[config.mk]
export PLATFORM = sky130hd
export DESIGN_NAME = req_gnt_client_flat
export DESIGN_NICKNAME = d
export VERILOG_FILES = /design/src/rtl/req_gnt_pkg.sv /design/src/rtl/req_gnt_client_if.sv /design/src/rtl/sat_counter.sv /design/src/rtl/req_gnt_client.sv /design/src/flat_wrapper.sv
export SDC_FILE = /design/constraint.sdc
export NUM_CORES = 1
export LEC_CHECK = 0
export BUFFER_PORTS_ARGS = -buffer_cell sky130_fd_sc_hd__buf_2
export CAP_MARGIN = 5
export CORE_MARGIN = 8
export CORE_UTILIZATION = 40
export DETAILED_ROUTE_END_ITERATION = 10
export GPL_ROUTABILITY_DRIVEN = 0
export PLACE_DENSITY_LB_ADDON = 0.05
export SLEW_MARGIN = 25
export SYNTH_ARGS = -nofsm -noshare
export SYNTH_HDL_FRONTEND = slang
export SYNTH_SLANG_ARGS = --single-unit
[constraint.sdc]
create_clock -name clk -period 5.6 [get_ports clk]
set_clock_uncertainty 0.05 [all_clocks]
set_input_delay 1.12 -clock clk [delete_from_list [all_inputs] [get_ports clk]]
set_output_delay 1.12 -clock clk [all_outputs]
set_load 0.05 [all_outputs]
[src/rtl/req_gnt_pkg.sv]
// Shared types and defaults for the req/gnt requester agent.
//   state_e    : FSM encoding (IDLE/REQ/OWN/GAP = 0..3)
//   DEF_*      : default parameter values
//   tmo_cnt_w  : width of the counter that tracks cycles spent waiting in REQ
package req_gnt_pkg;

  typedef enum logic [1:0] {
    IDLE = 2'd0,
    REQ  = 2'd1,
    OWN  = 2'd2,
    GAP  = 2'd3
  } state_e;

  localparam int unsigned DEF_LEN_W   = 4;
  localparam int unsigned DEF_TIMEOUT = 32;
  localparam int unsigned DEF_CNT_W   = 8;

  // The wait counter only needs to reach TIMEOUT-1.
  function automatic int unsigned tmo_cnt_w(input int unsigned timeout);
    return (timeout < 2) ? 1 : $clog2(timeout);
  endfunction

endpackage

[src/rtl/req_gnt_client_if.sv]
// Bundle of the job handshake, resolver handshake and status signals of one
// requester agent.
//   master : the agent side (drives job_ready/req/xfer/done/timeout/status)
//   slave  : the job source / resolver / observer side
interface req_gnt_client_if
  import req_gnt_pkg::*;
#(
  parameter int unsigned LEN_W = DEF_LEN_W,
  parameter int unsigned CNT_W = DEF_CNT_W
);

  logic             job_valid;
  logic [LEN_W-1:0] job_len;
  logic             job_ready;
  logic             gnt;
  logic             req;
  logic             xfer;
  logic             done;
  logic             timeout;
  logic [CNT_W-1:0] preempt_cnt;
  logic             err_spurious;

  modport master (
    input  job_valid, job_len, gnt,
    output job_ready, req, xfer, done, timeout, preempt_cnt, err_spurious
  );

  modport slave (
    output job_valid, job_len, gnt,
    input  job_ready, req, xfer, done, timeout, preempt_cnt, err_spurious
  );

endinterface

[src/rtl/sat_counter.sv]
// Saturating up-counter with synchronous clear.
//   clk, rst : clock, synchronous active-high reset
//   clr      : zero the count (wins over inc)
//   inc      : increment, holding at all-ones
//   cnt      : registered count
module sat_counter #(
  parameter int unsigned W = 8
) (
  input  logic         clk,
  input  logic         rst,
  input  logic         clr,
  input  logic         inc,
  output logic [W-1:0] cnt
);

  logic [W-1:0] cnt_q, cnt_d;

  // Next count: clear first, then saturating increment.
  always_comb begin
    cnt_d = cnt_q;
    if (clr) begin
      cnt_d = '0;
    end else if (inc && (cnt_q != {W{1'b1}})) begin
      cnt_d = cnt_q + W'(1);
    end
  end

  always_ff @(posedge clk) begin
    if (rst) begin
      cnt_q <= '0;
    end else begin
      cnt_q <= cnt_d;
    end
  end

  assign cnt = cnt_q;

endmodule

[src/rtl/req_gnt_client.sv]
// Requester-side agent for one line of a 4-way req/gnt priority resolver.
// Accepts a burst job, holds req until job_len+1 granted beats have been
// seen, and handles preemption, request timeout and spurious grants.
//   clk, rst : clock, synchronous active-high reset
//   bus      : job handshake (job_valid/job_len/job_ready), resolver
//              handshake (req/gnt), beat strobe xfer, done/timeout pulses,
//              preempt_cnt and sticky err_spurious
module req_gnt_client
  import req_gnt_pkg::*;
#(
  parameter int unsigned LEN_W   = DEF_LEN_W,
  parameter int unsigned TIMEOUT = DEF_TIMEOUT,
  parameter int unsigned CNT_W   = DEF_CNT_W
) (
  input logic              clk,
  input logic              rst,
  req_gnt_client_if.master bus
);

  localparam int unsigned REM_W  = LEN_W + 1;
  localparam int unsigned WAIT_W = tmo_cnt_w(TIMEOUT);

  state_e            state_q, state_d;
  logic [REM_W-1:0]  rem_q, rem_d;
  logic              req_q, req_d;
  logic              done_q, done_d;
  logic              timeout_q, timeout_d;
  logic              err_q, err_d;

  logic              wait_clr, wait_inc;
  logic [WAIT_W-1:0] wait_cnt;
  logic              pc_inc;
  logic [CNT_W-1:0]  preempt_cnt;
  logic              job_ready_c;

  // Ready is suppressed during reset so a job offered then is never lost.
  assign job_ready_c = (state_q == IDLE) && !rst;

  // Cycles spent in REQ without a grant since the last (re)request.
  sat_counter #(.W(WAIT_W)) u_wait (
    .clk (clk),
    .rst (rst),
    .clr (wait_clr),
    .inc (wait_inc),
    .cnt (wait_cnt)
  );

  // Preemptions since reset.
  sat_counter #(.W(CNT_W)) u_preempt (
    .clk (clk),
    .rst (rst),
    .clr (1'b0),
    .inc (pc_inc),
    .cnt (preempt_cnt)
  );

  // Next-state and registered-output logic.
  always_comb begin
    state_d   = state_q;
    rem_d     = rem_q;
    req_d     = req_q;
    done_d    = 1'b0;
    timeout_d = 1'b0;
    err_d     = err_q;
    wait_clr  = 1'b0;
    wait_inc  = 1'b0;
    pc_inc    = 1'b0;

    unique case (state_q)
      IDLE: begin
        if (bus.gnt) begin
          err_d = 1'b1;
        end
        if (bus.job_valid && job_ready_c) begin
          rem_d    = REM_W'(bus.job_len) + REM_W'(1);
          wait_clr = 1'b1;
          req_d    = 1'b1;
          state_d  = REQ;
        end
      end

      REQ: begin
        // A grant arriving on the expiry cycle still wins.
        if (bus.gnt) begin
          state_d = OWN;
        end else if (wait_cnt == WAIT_W'(TIMEOUT - 1)) begin
          rem_d     = '0;
          req_d     = 1'b0;
          timeout_d = 1'b1;
          state_d   = GAP;
        end else begin
          wait_inc = 1'b1;
        end
      end

      OWN: begin
        if (bus.gnt) begin
          rem_d = rem_q - REM_W'(1);
          if (rem_q == REM_W'(1)) begin
            req_d   = 1'b0;
            done_d  = 1'b1;
            state_d = GAP;
          end
        end else begin
          // Grant withdrawn mid-burst: keep remaining beats and re-request.
          wait_clr = 1'b1;
          pc_inc   = 1'b1;
          state_d  = REQ;
        end
      end

      GAP: begin
        // One dead cycle soaks up the resolver's registered grant.
        state_d = IDLE;
      end

      default: begin
        req_d   = 1'b0;
        state_d = IDLE;
      end
    endcase
  end

  always_ff @(posedge clk) begin
    if (rst) begin
      state_q   <= IDLE;
      rem_q     <= '0;
      req_q     <= 1'b0;
      done_q    <= 1'b0;
      timeout_q <= 1'b0;
      err_q     <= 1'b0;
    end else begin
      state_q   <= state_d;
      rem_q     <= rem_d;
      req_q     <= req_d;
      done_q    <= done_d;
      timeout_q <= timeout_d;
      err_q     <= err_d;
    end
  end

  assign bus.job_ready    = job_ready_c;
  assign bus.req          = req_q;
  assign bus.xfer         = (state_q == OWN) && bus.gnt;
  assign bus.done         = done_q;
  assign bus.timeout      = timeout_q;
  assign bus.preempt_cnt  = preempt_cnt;
  assign bus.err_spurious = err_q;

endmodule

[src/flat_wrapper.sv]
// flat-port wrapper written by rule: the top's interface ports become plain ports
module req_gnt_client_flat import req_gnt_pkg::*;
#(
  parameter int unsigned LEN_W   = DEF_LEN_W,
  parameter int unsigned TIMEOUT = DEF_TIMEOUT,
  parameter int unsigned CNT_W   = DEF_CNT_W
)
  (clk, rst, bus_job_valid, bus_job_len, bus_gnt, bus_job_ready, bus_req, bus_xfer, bus_done, bus_timeout, bus_preempt_cnt, bus_err_spurious);
  req_gnt_client_if #(.LEN_W(LEN_W), .CNT_W(CNT_W)) bus_i ();
  input logic clk;
  input logic rst;
  input wire logic [$bits(bus_i.job_valid)-1:0] bus_job_valid;
  input wire logic [$bits(bus_i.job_len)-1:0] bus_job_len;
  input wire logic [$bits(bus_i.gnt)-1:0] bus_gnt;
  output wire logic [$bits(bus_i.job_ready)-1:0] bus_job_ready;
  output wire logic [$bits(bus_i.req)-1:0] bus_req;
  output wire logic [$bits(bus_i.xfer)-1:0] bus_xfer;
  output wire logic [$bits(bus_i.done)-1:0] bus_done;
  output wire logic [$bits(bus_i.timeout)-1:0] bus_timeout;
  output wire logic [$bits(bus_i.preempt_cnt)-1:0] bus_preempt_cnt;
  output wire logic [$bits(bus_i.err_spurious)-1:0] bus_err_spurious;
  assign bus_i.job_valid = bus_job_valid;
  assign bus_i.job_len = bus_job_len;
  assign bus_i.gnt = bus_gnt;
  assign bus_job_ready = bus_i.job_ready;
  assign bus_req = bus_i.req;
  assign bus_xfer = bus_i.xfer;
  assign bus_done = bus_i.done;
  assign bus_timeout = bus_i.timeout;
  assign bus_preempt_cnt = bus_i.preempt_cnt;
  assign bus_err_spurious = bus_i.err_spurious;
  req_gnt_client #(.LEN_W(LEN_W), .TIMEOUT(TIMEOUT), .CNT_W(CNT_W)) u_core (.clk(clk), .rst(rst), .bus(bus_i));
endmodule
-- Yosys cells after proc, flatten, opt, wreduce, memory -nomap -nowiden
Index checks and enable logic that the tools add are counted.
W data, S select, Z words.
- flip-flop bits (word level): 24
- input port bits: 8
- add/subtract/negate cells: 4
- equality and inequality tests: 14
- mux-type cells: 26
- bitwise logic cells: 3
- reduce and logical (&&, ||, !) cells: 15
- operator list (cell ; count):
    $mux W5 ; 4
    $pmux W5 S3 ; 1
    $mux W1 ; 13
    $mux W2 ; 5
    $add A8 B1 Y8 const B ; 1
    $ne A8 B8 Y1 const B ; 1
    $pmux W2 S4 ; 1
    $ne A2 B2 Y1 const B ; 3
    $ne A3 B2 Y1 const B ; 2
    $reduce_and A6 Y1 ; 1
    $reduce_or A3 Y1 ; 2
    $add A4 B1 Y5 const B ; 1
    $add A5 B1 Y5 const B ; 1
    $eq A5 B1 Y1 const B ; 1
    $eq A5 B5 Y1 const B ; 1
    $logic_and A1 B1 Y1 ; 5
    $ne A5 B5 Y1 const B ; 1
    $reduce_and A5 Y1 ; 1
    $sub A5 B1 Y5 const B ; 1
    $eq A2 B2 Y1 const B ; 2
    $ne A2 B1 Y1 const B ; 2
    $not A1 Y1 ; 3
    $pmux W1 S3 ; 1
    $reduce_and A3 Y1 ; 1
    7 further kinds ; 7

-- Logic depth before layout (Yosys ltp)
Gate-level depths: netlist (run 1).
- word-level depth: 6
- mapped depth: 7

-- Cells and area by module
A second synthesis (run 1) with hierarchy kept.
- cell total of the unflattened synthesis: 167
- area, all modules: 1455.1 sq um
- by module, submodules not included (module ; times used ; cells each ; area an instance (sq um) ; sequential area each (sq um)):
    req_gnt_client ; 1 ; 94 ; 780.7 ; 220.2
    sat_counter (u_core.u_preempt) ; 1 ; 47 ; 435.4 ; 160.2
    sat_counter (u_core.u_wait) ; 1 ; 26 ; 239.0 ; 100.1

-- Worst setup path after synthesis (run 1)
OpenSTA, ideal clock, no wires.
- path type: input to output
- from: in rst
- to: out bus_job_ready
- data arrival time: 2.022 ns
- required time: 4.430 ns
- slack: 2.408 ns
- stages on the path: 2
- path buffers: 1
- path through: clkbuf_1 > nor2b_1
- cells in the longest elaborated chain, start to end: 2
- ends and longest elaborated chain (item ; line ; source):
    start: declaration ; flat_wrapper.sv:11 ; input logic rst;
    $logic_not A1 Y1 ; req_gnt_client.sv:37 ; assign job_ready_c = (state_q == IDLE) && !rst;
    $logic_and A1 B1 Y1 ; req_gnt_client.sv:37 ;
    end: declaration ; flat_wrapper.sv:15 ; output wire logic [$bits(bus_i.job_ready)-1:0] bus_job_ready;
Every way passes these cells.

-- Final worst setup path (run 1)
- from: in bus_gnt
- to: out bus_xfer
- cells in the longest elaborated chain, start to end: 1
- ends and longest elaborated chain (item ; line ; source):
    start: declaration ; flat_wrapper.sv:14 ; input wire logic [$bits(bus_i.gnt)-1:0] bus_gnt;
    $logic_and A1 B1 Y1 ; req_gnt_client.sv:144 ; assign bus.xfer = (state_q == OWN) && bus.gnt;
    end: declaration ; flat_wrapper.sv:17 ; output wire logic [$bits(bus_i.xfer)-1:0] bus_xfer;
Every way passes these cells.

==> results.toml, run 1 <==
[detailed_routing]
first_pass_iters = 4
route.vias.total = 1158
wl_per_cell_um = 14.0
route.met2.wl_um = 1420
wl_met1_um = 1410
ant_nets = 0
wl_met3_um = 174
drtIter0Drc = 40
drt-vias-per-instance = 5.34
routed_wl_um = 3040
topRoutingLayerUsed = "met4"
drcViolationCount = 0

[logic_synthesis]
synth_top_family_by_area = "simple AND/OR/NAND/NOR gates"
yosys.area_share.xor_xnor_pct = 5.17
netlist_top_cells_count = "24 x dfxtp_1, 16 x nor2_1, 13 x a21oi_1"
ys_ff_latch = 24
synth-async-reset-ratio_pct = 0
ys_warn_count = 0
netlist.area_leader.share_pct = 35.4
synth_ff_type = "dfxtp_1"
synthesis.area_um2 = 1360
synth-seq-area-share_pct = 35.4
synthAdderAreaFrac_pct = 10.1
postSynthAreaPerCell_um2 = 8.98
synth_edf_count = 0
synth_area_leaders = "dfxtp_1 35%, ha_1 10%, a21oi_1 4.8%, nor2_1 4.4%, xnor2_1 3.2%"
yosys.area.top_type = "dfxtp_1"
synthMuxAreaShare_pct = 3.04
synth-compound-area-share_pct = 20.3
synth_most_common_cell = "dfxtp_1"
synth_cell_types = 44
syn_inst = 151
yosys.area_share.simple_pct = 22.3
syn_nets = 170

[cells_and_area]
multiInputGateArea_um2 = 827
nets = 192
area_delta_synth_final_pct = 12.5
diodes = 0
fillCellCount = 341
drive_gt1_share_pct = 17.0
ff_latch_area_um2 = 480

[run]
drv_cap = 0

[timing]
rsz0062_at_grt = "no"
setup-tns-final_ns = 0
fmax_ghz = 0.329
hold_violations = 0
period_share_pct = 54.2
maxSlewViolCount = 0
worst_slew_pin_slew_ns = 0.675
setup_viol = 0
finalCriticalPeriod_ns = 3.04
slew_headroom_pct = 54.8

[critical_path]
crit_top_cell = "buf_2"
path_class = "input port to output port"
cp.arrival_ns = 1.87
critPathLaunch = "bus_gnt"
critPathMaxStageDelay_ns = 0.29
crit_path_start_kind = "input port"
cp_data_required_time_ns = 4.43
cp_top_family = "buffers and inverters"
path_max_fanout = 9
worstPathCellList = "buf_2, nand2_1, inv_1, buf_2"
critPathSlowestCell = "buf_2"
r2r_start = "u_core.state_q[0]"
cp-end-kind = "output port"
path_buf_inv = 3

[pwr]
p_int_mw = 0.335
pwr-share-comb_pct = 49.2
p_per_area_nw_per_um2 = 394
p_seq_share_pct = 37.9
clockPowerShare_pct = 12.9
power.total_mw = 0.602
p_sw_mw = 0.267
peakVddDrop_mv = 0.215
leakage_nw = 0.655
swShare_pct = 44.3

[clock_network]
clk_path_buf_depth = 2
cts_resized = 0
cts_setup_buffers = 0
root_buffer = "clkbuf_4"
postCtsHoldBufs = 0
ctsHtreeMaxLevel = 1
clock_latency_ns = 0.32
cts_tree = "done"
clk_pin_slew_ns = 0.12
cts.sinks = 24
cts_made_buffers = 3

[floorplanning]
core_area_um2 = 3280
io_pins = 22
die_y_um = 74.2
die_area_um2 = 5510
rows = 21
die_w_um = 74.2
initial_utilization_pct = 41.3

[global_route]
antenna_found_initial = 0
grt_max_degree = 21
grt_pass1_wl_um = 4950
grt_pass1_vias = 1124
track_usage_pct = 11.5
overflow = 0

[run_status]
status = "finished, final reports clean"

[placed_design]
hpwl_um = 2300
io_buffers = 21

[hold_path]
min_path_type = "flip-flop to flip-flop"
hp-start = "u_core.bus.err_spurious"
==> registers in the layout (all words and copies together), names as in the netlist <==
name / count
u_core.bus.done: 1
u_core.bus.err_spurious: 1
u_core.bus.req: 1
u_core.bus.timeout: 1
u_core.rem_q: 5
u_core.state_q: 2
u_core.u_preempt.cnt: 8
u_core.u_wait.cnt: 5
==> worst reg2reg max path, delay by kind of cell (launching register included) <==
| kind | cells | cell delay (ns) |
|---|---|---|
| mux | 1 | 0.31 |
| buf+inv | 1 | 0.14 |
| simple gates | 3 | 0.79 |
| fa+ha+maj | 1 | 0.34 |
| flops | 1 | 0.38 |
==> cell type report <==
type / instances / share of cell area, %
multi-input cells: 114 / 54.2
clock buffers: 3 / 1.48
flip-flops and latches: 24 / 31.5
inverters: 9 / 2.21
well taps: 46 / 3.77
repair buffers: 21 / 6.89
==> cell families after synthesis <==
family / after synthesis
AOI/OAI and AO/OA: 37
xor gates and xnor gates: 8
adders and majority gates: 11
buffers and inverters: 13
DFF: 24
muxes: 4
and+or+nand+nor: 54
==> routing by layer <==
metal  up-vias  GRT usage (%)
met1       545           13.8
met5         -              0
li1        593              -
met2        16           19.1
met3         4           2.96
met4         0           4.35
==> power groups by stage <==
| stage | clock network [mW] | registers [mW] | logic (mW) |
|---|---|---|---|
| after floorplan | 0 | 0.248 | 0.215 |
| after global routing | 0.0885 | 0.233 | 0.329 |
| after detailed placement | 0 | 0.232 | 0.294 |
| final | 0.0776 | 0.228 | 0.296 |
| after global placement | 0 | 0.232 | 0.296 |
| after CTS | 0.0781 | 0.228 | 0.295 |
==> final timing paths <==
check,cells after the start,endpoint,slack [ns]
max,4,bus_xfer,2.56
min,2,u_core.bus.err_spurious,0.45
max reg2reg,6,u_core.u_preempt.cnt[7],3.49
min reg2reg,2,u_core.bus.err_spurious,0.45
==> cell usage in the layout, fill, tap and decap left out, drive strengths merged, types with 2 or more instances in the layout <==
cell	synthesis	final
a211oi	2	2
a21oi	14	14
a311oi	4	4
a31oi	3	3
and2	2	2
and3	3	3
and4	4	4
buf	0	21
clkbuf	4	3
dfxtp	24	24
ha	11	11
inv	9	9
mux2i	3	3
nand2	6	6
nand2b	2	2
nand3	5	5
nand4	3	3
nor2	16	16
nor2b	4	4
nor3	2	2
o21ai	2	2
o31ai	2	2
xnor2	5	5
xor2	3	3
==> metrics by stage <==
step	utilization [%]	hold WS, ns	instances	cell area (µm²)	worst slack [ns]
finish	46.5	0.449	217	1530	2.56
global route	46.5	0.488	217	1530	2.52
CTS	46.5	0.450	217	1530	2.56
detailed placement	45.8	0.419	214	1500	2.56
global placement	45.8	0.418	214	1500	2.61
floorplan	-	0.412	151	1360	2.41
Power figures use the tool's default switching activity.
==> run 2, diff against run 1 <==
Settings changed: ABC_AREA set to 1.
Clock period 5.6 ns to 2.5 ns, I/O delays scaled along.
==> run 2 against run 1 <==
Via count increased by 15%. Global-route usage fell by 0.60 points. Sequential power is 120% higher.
==> results.toml, run 2 <==
[run_status]
status = "finished, final reports clean"

[critical_path]
r2r_end = "u_core.rem_q[3]"
cp.arrival_ns = 1.54
worstPathCellList = "inv_1, ha_1, nand2_1, inv_1, buf_2"
crit_cells = 5
path_max_fanout = 5
crit_top_cell = "inv_1"
crit_path_start_kind = "flip-flop"
critPathSlowestCell = "dfxtp_1"
cp-end-kind = "output port"
critPathLaunch = "u_core.state_q[0]"
worstRegToRegCells = 12
cp_data_required_time_ns = 1.95
path_class = "flip-flop to output port"
r2r_start = "u_core.u_wait.cnt[0]"
cp_top_family = "buffers and inverters"
path_buf_inv = 3
critPathMaxStageDelay_ns = 0.35
timing.critical_path.to = "bus_xfer"
regToRegSetupSlack_ns = 0.80

[clock_network]
clk_pin_slew_ns = 0.08
root_buffer = "clkbuf_8"
cts.sinks = 24
clock_latency_ns = 0.26
ctsHtreeMaxLevel = 1
postCtsHoldBufs = 0
cts_setup_buffers = 0
cts_resized = 0
cts_tree = "done"
cts_made_buffers = 3
clk_path_buf_depth = 2

[pwr]
p_per_area_nw_per_um2 = 808
power.total_mw = 1.36
peakVddDrop_mv = 0.423
p_int_mw = 0.758
leakage_nw = 0.779
p_seq_share_pct = 36.4
p_sw_mw = 0.597
swShare_pct = 44.0
clockPowerShare_pct = 16.7
pwr-share-comb_pct = 46.9

[timing]
setup_viol = 0
setup-tns-final_ns = 0
finalCriticalPeriod_ns = 2.09
hold_violations = 0
rsz0062_at_grt = "no"
period_share_pct = 83.6
fmax_ghz = 0.479
maxSlewViolCount = 0
worst_slew_pin_slew_ns = 0.483
slew_headroom_pct = 67.6

[placed_design]
hpwl_um = 2480
io_buffers = 21

[logic_synthesis]
synth_area_leaders = "dfxtp_1 32%, nand2_1 14%, ha_1 9.3%, inv_1 7.6%, nor2_1 6.6%"
ys_ff_latch = 24
syn_nets = 237
netlist_top_cells_count = "54 x nand2_1, 30 x inv_1, 26 x nor2_1"
netlist.area_leader.share_pct = 32.5
synth-seq-area-share_pct = 32.5
synth_ff_type = "dfxtp_1"
synth-async-reset-ratio_pct = 0
synth_edf_count = 0
synthesis.area_um2 = 1480
ys_warn_count = 0
synth_cell_types = 27
syn_inst = 218
synth_most_common_cell = "nand2_1"
yosys.area.top_type = "dfxtp_1"
postSynthAreaPerCell_um2 = 6.78

[detailed_routing]
first_pass_iters = 4
drt-vias-per-instance = 4.61
route.vias.total = 1329
wl_per_cell_um = 10.8
ant_nets = 0
routed_wl_um = 3120
drtIter0Drc = 77
drcViolationCount = 0

[floorplanning]
core_area_um2 = 3610
die_area_um2 = 5900
rows = 22
io_pins = 22
initial_utilization_pct = 41.0
die_w_um = 76.8
die_y_um = 76.8

[global_route]
antenna_found_initial = 0
grt_max_degree = 14
track_usage_pct = 10.9
overflow = 0
grt_pass1_wl_um = 5490
grt_pass1_vias = 1261

[cells_and_area]
diodes = 0
area_delta_synth_final_pct = 13.4
ff_latch_area_um2 = 480
nets = 261
fillCellCount = 395
drive_gt1_share_pct = 15.8
multiInputGateArea_um2 = 870
final_common_cell = "nand2_1"
largest_reg_flops = 8
mostFrequentLayoutCells = "54 x nand2_1, 30 x inv_1, 26 x nor2_1"

[run]
drv_cap = 0

[hold_path]
min_path_type = "flip-flop to flip-flop"
==> run 2: cell types whose count changed after synthesis, moves of 4 or more <==
cell     previous run  this run
o21ai_0             1         6
nand3_1             5        18
nor2_1             16        26
and4_1              4         0
inv_1               9        30
nand2_1             6        54
nor2b_1             4         0
==> run 2: kinds of logic (layout without fill, tap and decap cells) <==
kind of cell	after synthesis	in the layout	synth area share [%]
flip-flops	24	24	32.5
buffers and inverters	34	56	8.71
AO/OA/AOI/OAI	28	28	10.2
AND/OR/NAND/NOR	116	116	36.3
adder cells (fa/ha/maj)	11	11	9.31
XOR/XNOR	5	5	2.96
==> run 2: metrics by stage <==
step	util, %	instances	area, µm²	hold WS (ns)	setup slack (ns)
2_1_floorplan	-	218	1480	0.395	0.581
3_5_place_dp	45.4	285	1640	0.409	0.703
4_1_cts	46.5	288	1680	0.422	0.400
3_3_place_gp	45.4	285	1640	0.409	0.754
5_1_grt	46.5	288	1680	0.434	0.285
6_report	46.5	288	1680	0.422	0.410
==> run 2: tightest hold or removal path: stages, from the launching register on <==
cell	delay, ns
dfxtp_1	0.32
nand2_1	0.06
a21oi_1	0.05
==> run 2: power by group through the flow <==
stage               Combinational [mW]  Clock [mW]  Sequential, mW
floorplan                        0.467           0           0.541
global placement                 0.645           0           0.503
detailed placement               0.638           0           0.501
CTS                              0.641       0.239           0.493
global route                     0.727       0.258           0.506
finish                           0.635       0.227           0.493
==> run 2: per-layer routing <==
| metal | routed length [µm] | track usage, % |
|---|---|---|
| met5 | 0 | 0 |
| met4 | 19 | 1.92 |
| met1 | 1530 | 12.6 |
| met3 | 153 | 4.20 |
| met2 | 1410 | 18.6 |
==> run 2: worst min path at each step <==
stage | endpoint | slack, ns | cells past startpoint | startpoint
2_1_floorplan | u_core.u_wait.cnt[4] | 0.39 | 2 | u_core.u_wait.cnt[4]
3_3_place_gp | u_core.u_wait.cnt[4] | 0.41 | 2 | u_core.u_wait.cnt[4]
3_5_place_dp | u_core.bus.err_spurious | 0.41 | 2 | u_core.bus.err_spurious
4_1_cts | u_core.u_wait.cnt[3] | 0.42 | 2 | u_core.u_wait.cnt[3]
5_1_grt | u_core.u_wait.cnt[3] | 0.43 | 2 | u_core.u_wait.cnt[3]
6_report | u_core.u_wait.cnt[4] | 0.42 | 2 | u_core.u_wait.cnt[4]
==> run 2: layout make-up <==
class                           count  area share, %
Clock buffer                        3           2.46
Inverter                           32           7.16
Multi-Input combinational cell    160           51.9
Timing Repair Buffer               21           6.27
Sequential cell                    24           28.7
Tap cell                           48           3.58
